`src/rtl/send_packet_arbiter_n_if.sv`:
```
// Send-packet arbiter bus: per-channel requests/PIDs in, registered grant and muxed PID/write-enable out.
// The arbiter connects through the slave modport; requesters connect through master.
interface send_packet_arbiter_n_if #(
  parameter int NUM_REQ   = 2,
  parameter int PID_WIDTH = 4,
  parameter int IDX_WIDTH = 3
) ();
  logic [NUM_REQ-1:0]           txReq;
  logic [NUM_REQ-1:0]           spWEnIn;
  logic [NUM_REQ*PID_WIDTH-1:0] pidIn;
  logic [NUM_REQ-1:0]           txGnt;
  logic                         gntValid;
  logic [IDX_WIDTH-1:0]         gntIdx;
  logic [PID_WIDTH-1:0]         sendPacketPID;
  logic                         sendPacketWEnable;

  modport master (
    output txReq, spWEnIn, pidIn,
    input  txGnt, gntValid, gntIdx, sendPacketPID, sendPacketWEnable
  );

  modport slave (
    input  txReq, spWEnIn, pidIn,
    output txGnt, gntValid, gntIdx, sendPacketPID, sendPacketWEnable
  );
endinterface

```
`src/rtl/send_packet_arbiter_n.sv`:
```
// NUM_REQ-way send-packet arbiter; channel 0 (SOF) has absolute priority over channels 1..NUM_REQ-1.
// Define SPA_ROUND_ROBIN_EN to arbitrate channels 1..NUM_REQ-1 round-robin instead of fixed priority.
module send_packet_arbiter_n #(
  parameter int NUM_REQ   = 2,
  parameter int PID_WIDTH = 4,
  parameter int IDX_WIDTH = 3
) (
  input logic                  clk,
  input logic                  rst,
  send_packet_arbiter_n_if.slave bus
);

  localparam int SLOTS = 2**IDX_WIDTH;

  typedef enum logic [1:0] {
    START    = 2'd0,
    WAIT_REQ = 2'd1,
    ACTIVE   = 2'd2
  } state_t;

  state_t               state_reg, state_next;
  logic [NUM_REQ-1:0]   gnt_reg, gnt_next;
  logic                 valid_reg, valid_next;
  logic [IDX_WIDTH-1:0] idx_reg, idx_next;
  logic [IDX_WIDTH-1:0] winner;
  logic                 any_req;

  // Inputs padded out to the full index range so gntIdx can index them directly.
  logic [PID_WIDTH-1:0] pid_slot [SLOTS];
  logic [SLOTS-1:0]     wen_slot;
  logic [SLOTS-1:0]     req_slot;

  generate
    for (genvar gi = 0; gi < SLOTS; gi++) begin : g_slot
      if (gi < NUM_REQ) begin : g_used
        assign pid_slot[gi] = bus.pidIn[gi*PID_WIDTH +: PID_WIDTH];
        assign wen_slot[gi] = bus.spWEnIn[gi];
        assign req_slot[gi] = bus.txReq[gi];
      end else begin : g_pad
        assign pid_slot[gi] = '0;
        assign wen_slot[gi] = 1'b0;
        assign req_slot[gi] = 1'b0;
      end
    end
  endgenerate

  assign any_req = |bus.txReq;

`ifdef SPA_ROUND_ROBIN_EN
  logic [IDX_WIDTH-1:0] rr_last_reg, rr_last_next;

  // Walk from the farthest candidate to the nearest so the one right after rr_last wins.
  always_comb begin
    int cand;
    cand   = 0;
    winner = '0;
    if (!bus.txReq[0]) begin
      for (int off = NUM_REQ-1; off >= 1; off--) begin
        cand = ((int'(rr_last_reg) - 1 + off) % (NUM_REQ-1)) + 1;
        if (req_slot[IDX_WIDTH'(cand)]) winner = IDX_WIDTH'(cand);
      end
    end
  end

  always_comb begin
    rr_last_next = rr_last_reg;
    if (state_reg == WAIT_REQ && any_req && winner != '0) rr_last_next = winner;
  end

  always_ff @(posedge clk) begin
    if (!rst) rr_last_reg <= IDX_WIDTH'(NUM_REQ-1);
    else      rr_last_reg <= rr_last_next;
  end
`else
  always_comb begin
    winner = '0;
    if (!bus.txReq[0]) begin
      for (int k = NUM_REQ-1; k >= 1; k--) begin
        if (bus.txReq[k]) winner = IDX_WIDTH'(k);
      end
    end
  end
`endif

  always_comb begin
    state_next = state_reg;
    gnt_next   = gnt_reg;
    valid_next = valid_reg;
    idx_next   = idx_reg;
    case (state_reg)
      START: state_next = WAIT_REQ;
      WAIT_REQ: begin
        if (any_req) begin
          gnt_next   = NUM_REQ'(1) << winner;
          valid_next = 1'b1;
          idx_next   = winner;
          state_next = ACTIVE;
        end
      end
      ACTIVE: begin
        // Other channels, including SOF, wait until the owner lets go.
        if (!req_slot[idx_reg]) begin
          gnt_next   = '0;
          valid_next = 1'b0;
          state_next = WAIT_REQ;
        end
      end
      default: begin
        gnt_next   = '0;
        valid_next = 1'b0;
        state_next = START;
      end
    endcase
  end

  always_ff @(posedge clk) begin
    if (!rst) begin
      state_reg <= START;
      gnt_reg   <= '0;
      valid_reg <= 1'b0;
      idx_reg   <= '0;
    end else begin
      state_reg <= state_next;
      gnt_reg   <= gnt_next;
      valid_reg <= valid_next;
      idx_reg   <= idx_next;
    end
  end

  assign bus.txGnt             = gnt_reg;
  assign bus.gntValid          = valid_reg;
  assign bus.gntIdx            = idx_reg;
  assign bus.sendPacketPID     = pid_slot[idx_reg];
  assign bus.sendPacketWEnable = wen_slot[idx_reg] & valid_reg;

endmodule

```
`src/flat_wrapper.sv`:
```
// flat-port wrapper written by rule: the top's interface ports become plain ports
module send_packet_arbiter_n_flat 
#(
  parameter int NUM_REQ   = 2,
  parameter int PID_WIDTH = 4,
  parameter int IDX_WIDTH = 3
)
  (clk, rst, bus_txReq, bus_spWEnIn, bus_pidIn, bus_txGnt, bus_gntValid, bus_gntIdx, bus_sendPacketPID, bus_sendPacketWEnable);
  send_packet_arbiter_n_if #(.NUM_REQ(NUM_REQ), .PID_WIDTH(PID_WIDTH), .IDX_WIDTH(IDX_WIDTH)) bus_i ();
  input logic clk;
  input logic rst;
  input wire logic [$bits(bus_i.txReq)-1:0] bus_txReq;
  input wire logic [$bits(bus_i.spWEnIn)-1:0] bus_spWEnIn;
  input wire logic [$bits(bus_i.pidIn)-1:0] bus_pidIn;
  output wire logic [$bits(bus_i.txGnt)-1:0] bus_txGnt;
  output wire logic [$bits(bus_i.gntValid)-1:0] bus_gntValid;
  output wire logic [$bits(bus_i.gntIdx)-1:0] bus_gntIdx;
  output wire logic [$bits(bus_i.sendPacketPID)-1:0] bus_sendPacketPID;
  output wire logic [$bits(bus_i.sendPacketWEnable)-1:0] bus_sendPacketWEnable;
  assign bus_i.txReq = bus_txReq;
  assign bus_i.spWEnIn = bus_spWEnIn;
  assign bus_i.pidIn = bus_pidIn;
  assign bus_txGnt = bus_i.txGnt;
  assign bus_gntValid = bus_i.gntValid;
  assign bus_gntIdx = bus_i.gntIdx;
  assign bus_sendPacketPID = bus_i.sendPacketPID;
  assign bus_sendPacketWEnable = bus_i.sendPacketWEnable;
  send_packet_arbiter_n #(.NUM_REQ(NUM_REQ), .PID_WIDTH(PID_WIDTH), .IDX_WIDTH(IDX_WIDTH)) u_core (.clk(clk), .rst(rst), .bus(bus_i));
endmodule
```
`config.mk`:
```
export PLATFORM = sky130hd
export DESIGN_NAME = send_packet_arbiter_n_flat
export DESIGN_NICKNAME = d
export VERILOG_FILES = /design/src/rtl/send_packet_arbiter_n_if.sv /design/src/rtl/send_packet_arbiter_n.sv /design/src/flat_wrapper.sv
export SDC_FILE = /design/constraint.sdc
export NUM_CORES = 1
export LEC_CHECK = 0
export BUFFER_PORTS_ARGS = -buffer_cell sky130_fd_sc_hd__buf_2
export CAP_MARGIN = 20
export CORE_AREA = 5 5 42 44
export DETAILED_ROUTE_END_ITERATION = 8
export DIE_AREA = 0 0 47 49
export GPL_TIMING_DRIVEN = 0
export SYNTH_ARGS = -nofsm -noshare
export SYNTH_HDL_FRONTEND = slang
export SYNTH_SLANG_ARGS = --single-unit
```
`constraint.sdc`:
```
create_clock -name clk -period 1.2 [get_ports clk]
set_clock_uncertainty 0.1 [all_clocks]
set_input_delay 0.12 -clock clk [delete_from_list [all_inputs] [get_ports clk]]
set_output_delay 0.12 -clock clk [all_outputs]
set_load 0.02 [all_outputs]
```
**Yosys cells after proc, flatten, opt, wreduce, memory -nomap -nowiden**

Index checks and enable logic that the tools add are counted.

- Bitwise operators: 3
- Multiplexer cells: 18
- Reduce and logical (&&, ||, !) cells: 5
- Shift-type cells: 1
- Magnitude comparators: 2
- Equal/unequal tests: 4

Operator list:

| kind | count |
|---|---|
| binary-select mux 4 bit (select 3 bit) | 1 |
| case mux 2 bit (3 select lines) | 2 |
| two-way mux 2 bit | 4 |
| two-way mux 4 bit | 2 |
| binary-select mux 1 bit (select 3 bit) | 2 |
| two-way mux 1 bit | 5 |
| >= comparator 4 bit (second input constant) | 1 |
| < comparator 3 x 4 -> 1 bit (second input constant) | 1 |
| NOT 3 -> 4 bit | 1 |
| AND reduction 2 bit | 2 |
| two-way mux 3 bit | 1 |
| case mux 1 bit (3 select lines) | 1 |
| AND reduction 3 bit | 1 |
| << shifter 1 x 3 -> 2 bit (first input constant) | 1 |
| equality test 2 x 1 -> 1 bit (second input constant) | 1 |
| equality test 2 bit (second input constant) | 1 |
| logical NOT 2 bit | 1 |
| != test 2 x 1 -> 1 bit (second input constant) | 1 |
| != test 2 bit (second input constant) | 1 |
| OR reduction 2 bit | 1 |
| bitwise AND 1 bit | 1 |
| NOT 1 bit | 1 |

- Flip-flop bits (word level): 8
- Word-level logic and storage cells: 37
- Input bits: 14
- Output and inout bits: 11

**Logic depth before layout (Yosys ltp)**

Gate-level depths: netlist of the first run.

- Word-level depth: 5
- Gate-level depth with buffers: 4
- Gate-level depth less buffers: 3

**Worst setup path before layout of the first run**

Ideal clock, no wire load.

- Path type: register -> register
- Start: register u_core.idx_reg[0] (netlist: u_core.bus.gntIdx[0])
- End: register u_core.gnt_reg[0] (netlist: u_core.bus.txGnt[0])
- Setup time: 117 ps
- Cell stages (with the launch flop): 5
- Data required time: 983 ps
- Path buffers: 1
- Period minus slack after synthesis: 1388 ps
- Setup slack: -188 ps
- Data arrival time: 1170 ps
- Cell sequence: dfxtp_1 > buf_6 > mux2i_2 > a211oi_2 > a32o_1

- Word-level cells in the longest chain between the ends: 4

RTL lines:

| item | RTL line | RTL |
|---|---|---|
| from (decl) | send_packet_arbiter_n.sv:24 | `logic [IDX_WIDTH-1:0] idx_reg, idx_next;` |
| from (signal assigned) | send_packet_arbiter_n.sv:126 | `idx_reg <= idx_next;` |
| binary-select mux 1 bit (select 3 bit) | send_packet_arbiter_n.sv:102 | `if (!req_slot[idx_reg]) begin` |
| two-way mux 1 bit (not written as such) | send_packet_arbiter_n.sv:102 |  |
| != test 2 bit (no source line) | n/a |  |
| AND reduction 3 bit (no source line) | n/a |  |
| to (signal assigned) | send_packet_arbiter_n.sv:124 | `gnt_reg <= gnt_next;` |
| to (decl) | send_packet_arbiter_n.sv:22 | `logic [NUM_REQ-1:0] gnt_reg, gnt_next;` |

Every way passes these cells. The select of a mux whose other input is x is not followed.
A chain may end at the register's enable or synchronous reset.

**Final worst setup path of the first run**

- Start: register u_core.idx_reg[0] (netlist: u_core.bus.gntIdx[0])
- End: output bus_sendPacketPID[2]

- Word-level cells in the longest chain between the ends: 4

RTL lines:

| item | RTL line | RTL |
|---|---|---|
| NOT 3 -> 4 bit (not written as such) | send_packet_arbiter_n.sv:133 | `assign bus.sendPacketPID = pid_slot[idx_reg];` |
| binary-select mux 4 bit (select 3 bit) | send_packet_arbiter_n.sv:133 |  |
| two-way mux 4 bit (not written as such) (2 in a row) | send_packet_arbiter_n.sv:133 |  |
| to (decl) | flat_wrapper.sv:18 | `output wire logic [$bits(bus_i.sendPacketPID)-1:0] bus_sendPacketPID;` |

Every way passes these cells. The select of a mux whose other input is x is not followed.

==> metrics.md, run 1 <==
| Metric | Value |
|---|---|
| Status | finished, violations left |
| Failing checks | setup timing |
| Fmax | 0.750 GHz |
| DRT iter0 DRCs | 2 |
| Hold Path Class | input pin to flip-flop |
| Internal power | 0.475 mW |
| Chip height | 49 µm |
| Placed cell area | 492 µm² |
| Period utilization | 111% |
| YS warnings | 0 |
| CTS H-tree depth | 1 |
| RSZ-0062 raised after global routing | true |
| Final min period | 1.33 ns |
| Synth top area cells | dfxtp_1 (35%), mux2_2 (13%), a32o_1 (5.8%), buf_4 (4.3%), mux2i_2 (4.0%) |
| Area growth, synth to finish | 76.8% |
| Die area | 2300 µm² |
| Leakage | 0.301 nW |
| N_diodes | 0 |
| Top-area cell type share of the netlist area | 34.8% |
| Worst endpoint data arrival time | 1.11 ns |
| Met2 WL | 564 µm |
| Crit path from | u_core.bus.gntIdx[0] |
| Reg power frac | 35.3% |
| Crit-path max FO | 7 |
| Row Count | 14 |
| Largest family of logic cells by synthesized area | compound AO/OA/AOI/OAI gates |
| Largest net degree at the start of global routing | 8 |
| Synth unique cells | 22 |
| Top sig layer | met3 |
| Switching pwr | 0.212 mW |
| Top cells by count, synth | dfxtp_1 (6), mux2_2 (4) |
| VDD IR max | 0.622 mV |
| Worst Path Required | 0.98 ns |
| Worst skew pair latency | 0.25 ns |
| Syn Std Cell Area | 345 µm² |
| Adder and majority gate portion of the synthesized area | 0% |
| Ys flop type | dfxtp_1 |
| Routed met1 length | 353 µm |
| Starting Density | 24.6% |
| Vias | 366 |
| GP Congestion | 0.715 |
| Worst R2R Path Depth | 4 |
| Capture point of the worst path | bus_sendPacketPID[2] |
| Nets | 80 |
| IO Port Bufs | 22 |
| Top Ports | 25 |
| Post-Place Setup Slack | -0.0716 ns |
| WS Path Type | flip-flop to output port |
| Drt total wl | 996 µm |
| FFs w/ async S/R, synth | 0% |
| Logic gate share of total power | 34.2% |
| Synthesized area per cell | 10.2 µm² |
| Compound-Gate Fraction of Synth Area | 24.3% |
| Final setup violation count | 10 |
| Post-Synth XOR/XNOR Area | 0% |
| First-pass GRT wire length | 1.46 mm |
| Final Cell Area | 611 µm² |
| Post-synthesis sequential area ratio | 34.8% |
| Cell taking the most area after synthesis | dfxtp_1 |
| Crit Reg-Reg Endpoint | u_core.bus.txGnt[0] |
| Total Routing Usage GR | 8.77% |
| Global route overflow | 0 |
| HPWL after DPL | 680 µm |
| Crit start category | flip-flop |
| Die width | 47 µm |
| CTS tree | yes |
| Clock share of power | 30.5% |
| Count leader, synth | dfxtp_1 |
| Post-synth EDFFs | 0 |
| Clk sinks | 6 |
| Vias in the first global route | 338 |
| Yosys reg bits | 6 |
| Number of iterations in the first detailed-routing pass | 2 |
| # DRC | 0 |
| Avg WL per Cell | 12.3 µm |
| Crit path capture type | output port |
| Routed met3 length | 78 µm |
| Post-Synth Simple-Gate Area | 10.1% |
| # hold bufs at CTS | 0 |
| Setup WS post-layout | -0.134 ns |
| Reg clk slew, reported paths | 0.06 ns |
| Cts bufs inserted | 3 |
| Synth Instances | 34 |
| Worst-case clock buffer depth | 2 |
| Initial antenna violation count | 0 |
| Max cap viols | 0 |
| Vias/cell | 4.52 |
| Power per cell area | 1120 nW/µm² |
| Worst R2R Start | u_core.bus.gntIdx[0] |
| Max Slew Vio Count | 0 |
| Sw Share | 30.8% |
| Clk root buf | clkbuf_4 |
| Worst R2R Setup Slack | -0.10 ns |
| Final Hold Vio Count | 0 |
| Share of cells above drive strength 1 | 64.6% |
| Routed Antenna Nets | 0 |
| Multiplexer area fraction after synthesis | 19.9% |
| Core area | 1400 µm² |
==> worst min path at each step <==
stage            startpoint                    to  slack [ns]  cells past startpoint
2_1_floorplan  bus_txReq[0]  u_core.bus.gntIdx[0]        0.11                      1
3_3_place_gp   bus_txReq[0]  u_core.bus.gntIdx[0]        0.29                      2
3_5_place_dp   bus_txReq[0]  u_core.bus.gntIdx[0]        0.30                      2
4_1_cts        bus_txReq[0]  u_core.bus.gntIdx[0]        0.02                      2
5_1_grt        bus_txReq[0]  u_core.bus.gntIdx[0]        0.04                      2
6_report       bus_txReq[0]  u_core.bus.gntIdx[0]        0.03                      2
==> cells by family after synthesis <==
| group | Yosys count |
|---|---|
| flip-flops | 6 |
| buffers and inverters | 5 |
| AND/OR/NAND/NOR | 6 |
| multiplexers | 6 |
| other | 1 |
| AO/OA/AOI/OAI | 10 |
==> power by group through the flow <==
| stage | registers (mW) | logic [mW] | clock network [mW] |
|---|---|---|---|
| CTS | 0.239 | 0.212 | 0.218 |
| global placement | 0.236 | 0.182 | 0 |
| finish | 0.242 | 0.235 | 0.209 |
| floorplan | 0.248 | 0.111 | 0 |
| global route | 0.246 | 0.253 | 0.235 |
| detailed placement | 0.236 | 0.184 | 0 |
==> routing by layer <==
layer	GRT usage (%)	vias to the layer above
li1	-	184
met1	10.5	171
met2	13.3	11
met3	6.64	0
met4	0	0
met5	0	-
==> area by class of cell <==
class | count | area, µm²
flip-flops and latches | 6 | 124
repair buffers | 27 | 186
plain buffers | 2 | 15.0
well taps | 16 | 20.0
inverters | 2 | 7.51
fillers | 147 | 791
clock buffers | 4 | 26.3
multi-input cells | 24 | 231
==> what timing repair did <==
action | in CTS | in global routing
gates resized for setup | 14 | 6
pin swaps | 4 | 4
buffers inserted | 3 | 3
endpoints found under the setup margin | 8 | 11
==> layout by cell type (no fill, tap or decap) <==
cell type / instances
buf_2: 17
buf_6: 7
buf_4: 5
dfxtp_1: 5
mux2_4: 4
clkbuf_4: 3
inv_1: 2
a32o_1: 2
conb_1: 2
mux2i_1: 1
nor2b_1: 1
o21a_1: 1
mux2i_4: 1
a2bb2oi_2: 1
nor2_1: 1
nand2_1: 1
nand3b_1: 1
o31ai_1: 1
nor2b_2: 1
a21oi_1: 1
a211oi_1: 1
o21ai_2: 1
o211a_1: 1
and2b_1: 1
a211oi_2: 1
clkbuf_1: 1
dfxtp_4: 1
==> stage by stage <==
step	hold slack [ns]	setup TNS [ns]	utilization, %	total power [mW]	std cells
2_1_floorplan	0.106	-0.100	-	0.358	35
3_3_place_gp	0.295	-0.108	35.1	0.417	73
3_5_place_dp	0.295	-0.133	35.1	0.420	73
4_1_cts	0.0213	-0.947	40.9	0.669	79
5_1_grt	0.0404	-1.44	43.6	0.733	81
6_report	0.0302	-1.02	43.6	0.687	81
==> critical path: stages, from the launching register on <==
cell,delay [ns]
dfxtp_4,0.41
mux2_4,0.32
buf_6,0.13
Note: power is estimated with default switching activity, not from simulation.
==> run 2, diff against run 1 <==
==> constraint.sdc (replaced) <==
create_clock -name clk -period 1.3 [get_ports clk]
set_clock_uncertainty 0.1 [all_clocks]
set_input_delay 0.13 -clock clk [delete_from_list [all_inputs] [get_ports clk]]
set_output_delay 0.13 -clock clk [all_outputs]
set_load 0.02 [all_outputs]
==> run 2 against run 1 <==
The run still ends with setup timing left. Setup slack gained 0.11 ns. Final cell count decreased by 1.2%. Clock power decreased by 16%. Die area did not move. Final area shrank 0.82%. Critical path type unchanged. Critical endpoint is now bus_sendPacketPID[1]. Largest power group unchanged. Highest routed layer is now met4.
==> metrics.md, run 2 (synthesized netlist as in run 1, its figures left out) <==
| Metric | Value |
|---|---|
| Status | finished, violations left |
| Failing checks | setup timing |
| Reg clk slew, reported paths | 0.05 ns (about the same) |
| Worst skew pair latency | 0.24 ns (about the same) |
| Row Count | 14 (unchanged) |
| N_diodes | 0 (unchanged) |
| VDD IR max | 0.548 mV (-12%) |
| Area growth, synth to finish | 75.4% |
| Crit-path slowest cell | dfxtp_4 |
| Starting Density | 24.6% (unchanged) |
| Reg area | 124 µm² (unchanged) |
| Period utilization | 102% |
| Placed cell area | 489 µm² (-0.51%) |
| Max Slew Vio Count | 0 (unchanged) |
| Core area | 1400 µm² (unchanged) |
| Max cap viols | 0 (unchanged) |
| Vias/cell | 4.65 (+2.9%) |
| Most frequent cells in the layout | buf_2 (18), buf_6 (7), dfxtp_1 (5) |
| Die area | 2300 µm² (unchanged) |
| Crit start category | flip-flop |
| Number of iterations in the first detailed-routing pass | 2 (unchanged) |
| Worst endpoint data arrival time | 1.09 ns (-0.02 ns) |
| Total power | 0.614 mW (-11%) |
| First-pass GRT wire length | 1.55 mm (+6.2%) |
| Leakage | 0.300 nW (-0.11%) |
| # hold bufs at CTS | 0 (unchanged) |
| Total Routing Usage GR | 9.02% (+0.25 points) |
| Cts bufs inserted | 3 (unchanged) |
| Largest net degree at the start of global routing | 7 (-1) |
| Share of cells above drive strength 1 | 65.6% (+1.0 points) |
| DRT iter0 DRCs | 2 (unchanged) |
| Routed Antenna Nets | 0 (unchanged) |
| Crit path cell chain | mux2_4 -> buf_6 |
| Global route overflow | 0 (unchanged) |
| Final Hold Vio Count | 0 (unchanged) |
| GR Util met3 | 3.32% (-3.3 points) |
| Met2 GRT Util | 14.3% (+0.90 points) |
| Setup WS post-layout | -0.0249 ns (+0.109 ns) |
| Drt total wl | 927 µm (-6.9%) |
| Crit path capture type | output port |
| Fmax | 0.755 GHz |
| Avg WL per Cell | 11.6 µm (-5.8%) |
| Multi-input gate area | 233 µm² (+0.54%) |
| Power per cell area | 1010 nW/µm² (-9.9%) |
| HPWL after DPL | 682 µm (+0.40%) |
| Clk root buf | clkbuf_4 |
| # DRC | 0 (unchanged) |
| Final Cell Area | 606 µm² (-0.82%) |
| WS Path Type | flip-flop to output port |
| Vias in the first global route | 384 (+14%) |
| Slowest Stage Delay on Critical Path | 0.40 ns (about the same) |
| Final min period | 1.32 ns |
| Crit path buf inv count | 1 (unchanged) |
| Nets | 80 (unchanged) |
| Post-Place Setup Slack | 0.0401 ns (+0.112 ns) |
| Worst-case clock buffer depth | 2 (unchanged) |
| Busiest metal layer after global routing | met2 |
| Top Ports | 25 (unchanged) |
| Family with the most delay on the worst path | flip-flops |
| Clk sinks | 6 (unchanged) |
| CTS tree | yes |
| Worst Path Required | 1.07 ns (+0.09 ns) |
| Vias | 372 (+1.6%) |
| Hold Path Class | input pin to flip-flop |
| GP Congestion | 0.739 (+3.4%) |
| Chip height | 49 µm (unchanged) |
| RSZ-0062 raised after global routing | true |
| IO Port Bufs | 22 (unchanged) |
| CTS H-tree depth | 1 (unchanged) |
| FILL cells | 142 (-3.4%) |
| Most common cell after layout, fill and taps aside | buf_2 |
| Initial antenna violation count | 0 (unchanged) |
| Crit-path max FO | 7 (unchanged) |
| Final setup violation count | 4 (-6) |
| Die width | 47 µm (unchanged) |
| Met1 Use GR | 10.4% (-0.12 points) |
## run 2: power by group
part	switching, mW	internal (mW)	total [mW]
sequential	0.0211	0.201	0.222
combinational	0.0962	0.120	0.216
clock	0.0704	0.105	0.175
## run 2: routing by layer
layer / vias up / wire length, µm
met2: 10 / 483
met1: 177 / 362
met3: 2 / 76
li1: 183 / -
met5: - / 0
met4: 0 / 5
## run 2: area by class of cell
class	instances	area share [%]
Buffer	2	2.48
Clock buffer	3	3.72
Inverter	2	1.24
Multi-Input combinational cell	24	38.4
Sequential cell	6	20.5
Tap cell	16	3.31
Timing Repair Buffer	27	30.4
## run 2: through the flow
step                      hold WS (ns)  instances  utilization, %  setup TNS [ns]
after floorplan                  0.118         35               -               0
after global placement           0.307         73            34.9               0
after detailed placement         0.307         73            34.9               0
after CTS                       0.0488         79            41.4          -0.430
after global routing            0.0624         80            43.2          -0.468
final                           0.0566         80            43.2         -0.0953
## run 2: final timing paths
path                                      startpoint                    to  slack (ns)  cells after the start
worst min register to register   u_core.bus.txGnt[1]   u_core.bus.txGnt[1]        0.37                      1
worst max-delay path            u_core.bus.gntIdx[0]  bus_sendPacketPID[1]       -0.02                      2
worst max register to register  u_core.bus.gntIdx[0]   u_core.bus.txGnt[0]        0.01                      4
worst min-delay path                    bus_txReq[0]  u_core.bus.gntIdx[0]        0.06                      2
## run 2: worst reg2reg max path: stages (launching register included)
cell and delay, ns:
dfxtp_4 0.40, buf_6 0.13, mux2i_4 0.23, a211oi_2 0.10, a32o_1 0.21
## run 2: repair_timing
action                     in CTS  in global routing
setup buffers                   3                  2
setup endpoints to repair       5                 11
pin swaps                       2                  4
resized for setup              13                  7
cloned                          0                  0
==> run 3, diff against run 2 <==
--- a/config.mk
+++ b/config.mk
@@ -11,6 +11,7 @@
 export DETAILED_ROUTE_END_ITERATION = 8
 export DIE_AREA = 0 0 47 49
 export GPL_TIMING_DRIVEN = 0
+export SETUP_SLACK_MARGIN = 0.3
 export SYNTH_ARGS = -nofsm -noshare
 export SYNTH_HDL_FRONTEND = slang
 export SYNTH_SLANG_ARGS = --single-unit
==> run 3 against run 2 <==
The run still ends with setup timing left. Final cell count shrank 1.3%. Largest power group unchanged. First-iteration DRC count fell by 100%. Sequential power is essentially flat. Critical path depth rose by 1. Worst hold slack got worse by 0.027 ns. Count of clock-buffer cells in the layout rose by 1.
==> metrics.md, run 3 (synthesized netlist as in run 1, its figures left out) <==
| Metric | Value |
|---|---|
| Largest net degree at the start of global routing | 7 (unchanged) |
| Final min period | 1.38 ns (+0.0598 ns) |
| Leakage | 0.297 nW (-1.1%) |
| Status | finished, violations left |
| Final setup violation count | 8 (+4) |
| First-pass GRT wire length | 1.37 mm (-12%) |
| Layout Cells excl Fill | 79 (-1.3%) |
| Most common cell after layout, fill and taps aside | buf_2 |
| Worst R2R Start | u_core.bus.gntIdx[0] |
| Crit-path slowest cell | dfxtp_4 |
| Setup WS post-layout | -0.0848 ns (-0.0598 ns) |
| N_diodes | 0 (unchanged) |
| CTS tree | yes |
| GP Congestion | 0.631 (-15%) |
| Final Hold Vio Count | 0 (unchanged) |
| Drt total wl | 886 µm (-4.4%) |
| Avg WL per Cell | 11.2 µm (-3.2%) |
| Routed Antenna Nets | 0 (unchanged) |
| Clk root buf | clkbuf_4 |
| Total power | 0.629 mW (+2.5%) |
| Crit path cell chain | buf_6 -> mux2_4 -> buf_6 |
| VDD IR max | 0.531 mV (-3.1%) |
| Worst endpoint data arrival time | 1.15 ns (+0.06 ns) |
| Die width | 47 µm (unchanged) |
| Slowest Stage Delay on Critical Path | 0.34 ns (-0.06 ns) |
| WS Path Type | flip-flop to output port |
| RSZ-0062 raised after global routing | true |
| Total Routing Usage GR | 8.82% (-0.21 points) |
| DP Cell Count | 73 (unchanged) |
| Hold Startpoint | bus_txReq[0] |
| Power per cell area | 1030 nW/µm² (+1.7%) |
| Most frequent cells in the layout | buf_2 (14), buf_6 (7), buf_4 (6) |
| Clk sinks | 6 (unchanged) |
| Chip height | 49 µm (unchanged) |
| Starting Density | 24.6% (unchanged) |
| Worst R2R Setup Slack | -0.07 ns (-0.08 ns) |
| Failing checks | setup timing |
| DRT iter0 DRCs | 0 (-2) |
| Worst skew pair latency | 0.25 ns (about the same) |
| Max Slew Vio Count | 0 (unchanged) |
| Worst R2R Path Depth | 5 (+1) |
| Hold Crit Depth | 2 (unchanged) |
| IO Port Bufs | 22 (unchanged) |
| Cts bufs inserted | 3 (unchanged) |
| Max cap viols | 0 (unchanged) |
| Worst Path Required | 1.07 ns (about the same) |
| Crit Reg-Reg Endpoint | u_core.bus.txGnt[0] |
| Vias | 343 (-7.8%) |
| Crit start category | flip-flop |
| Share of cells above drive strength 1 | 66.7% (+1.0 points) |
| Vias/cell | 4.34 (-6.6%) |
| # hold bufs at CTS | 0 (unchanged) |
| Crit-path max FO | 6 (-1) |
| Worst-case clock buffer depth | 2 (unchanged) |
| Area growth, synth to finish | 76.8% |
| Nets | 78 (-2.5%) |
| Vias in the first global route | 329 (-14%) |
| Top Ports | 25 (unchanged) |
| Crit path capture type | output port |
| Period utilization | 107% (+4.6 points) |
| # DRC | 0 (unchanged) |
| CTS H-tree depth | 1 (unchanged) |
| Row Count | 14 (unchanged) |
| HPWL after DPL | 655 µm (-4.1%) |
| CP dominant cell by count | buf_6 |
| Die area | 2300 µm² (unchanged) |
| Global route overflow | 0 (unchanged) |
| Worst Hold Path EP | u_core.bus.gntIdx[0] |
| Hold Path Class | input pin to flip-flop |
| Initial antenna violation count | 0 (unchanged) |
| Number of iterations in the first detailed-routing pass | 1 (-1) |
| Core area | 1400 µm² (unchanged) |
| Fmax | 0.722 GHz (-4.3%) |
| Reg clk slew, reported paths | 0.05 ns (about the same) |
run 3: worst max path at each step:
stage                                    start                   end  slack, ns  depth (start not counted)
after floorplan           u_core.bus.gntIdx[0]   u_core.bus.txGnt[0]       0.05                          4
after global placement    u_core.bus.gntIdx[0]   u_core.bus.txGnt[0]       0.05                          4
after detailed placement  u_core.bus.gntIdx[0]   u_core.bus.txGnt[0]       0.04                          4
after CTS                 u_core.bus.gntIdx[0]  bus_sendPacketPID[2]      -0.09                          3
after global routing      u_core.bus.gntIdx[0]   u_core.bus.txGnt[0]      -0.14                          5
final                     u_core.bus.gntIdx[0]  bus_sendPacketPID[1]      -0.08                          3
run 3: power breakdown:
part | internal [mW] | switching, mW | leakage [nW]
clock network | 0.117 | 0.0769 | 0.0150
logic | 0.120 | 0.0968 | 0.231
registers | 0.202 | 0.0167 | 0.0510
run 3: critical path, delay by kind of cell, from the launching register on:
kind | cells | cell delay [ns]
flops | 1 | 0.34
mux | 1 | 0.31
buf+inv | 2 | 0.25
run 3: stage by stage:
stage | utilization, % | setup slack (ns) | setup TNS (ns) | hold WS (ns) | cell area, µm²
after floorplan | - | 0.0501 | 0 | 0.116 | 367
after global placement | 35.4 | 0.0489 | 0 | 0.296 | 497
after detailed placement | 35.4 | 0.0413 | 0 | 0.298 | 497
after CTS | 42.7 | -0.0938 | -0.617 | 0.0270 | 598
after global routing | 43.6 | -0.136 | -0.976 | 0.0331 | 611
final | 43.6 | -0.0848 | -0.515 | 0.0300 | 611
run 3: repair_timing:
item / 4_1_cts / 5_1_grt
setup endpoints to repair: 12 / 15
resized for setup: 19 / 5
buffers inserted: 2 / 0
endpoints found under the hold margin: 0 / 0
pin swaps: 2 / 2
run 3: final cells by class:
cell class	count	area (µm²)
Sequential cell	6	129
Tap cell	16	20.0
Multi-Input combinational cell	24	234
Fill cell	142	791
Timing Repair Buffer	24	168
Clock buffer	4	26.3
Buffer	3	26.3
Inverter	2	7.51
run 3: metal layers:
layer	vias up	routed length, µm	GRT usage [%]
met3	5	133	3.69
met4	0	41	8.29
met5	-	0	0
li1	180	-	-
met1	138	318	9.05
met2	20	392	12.7
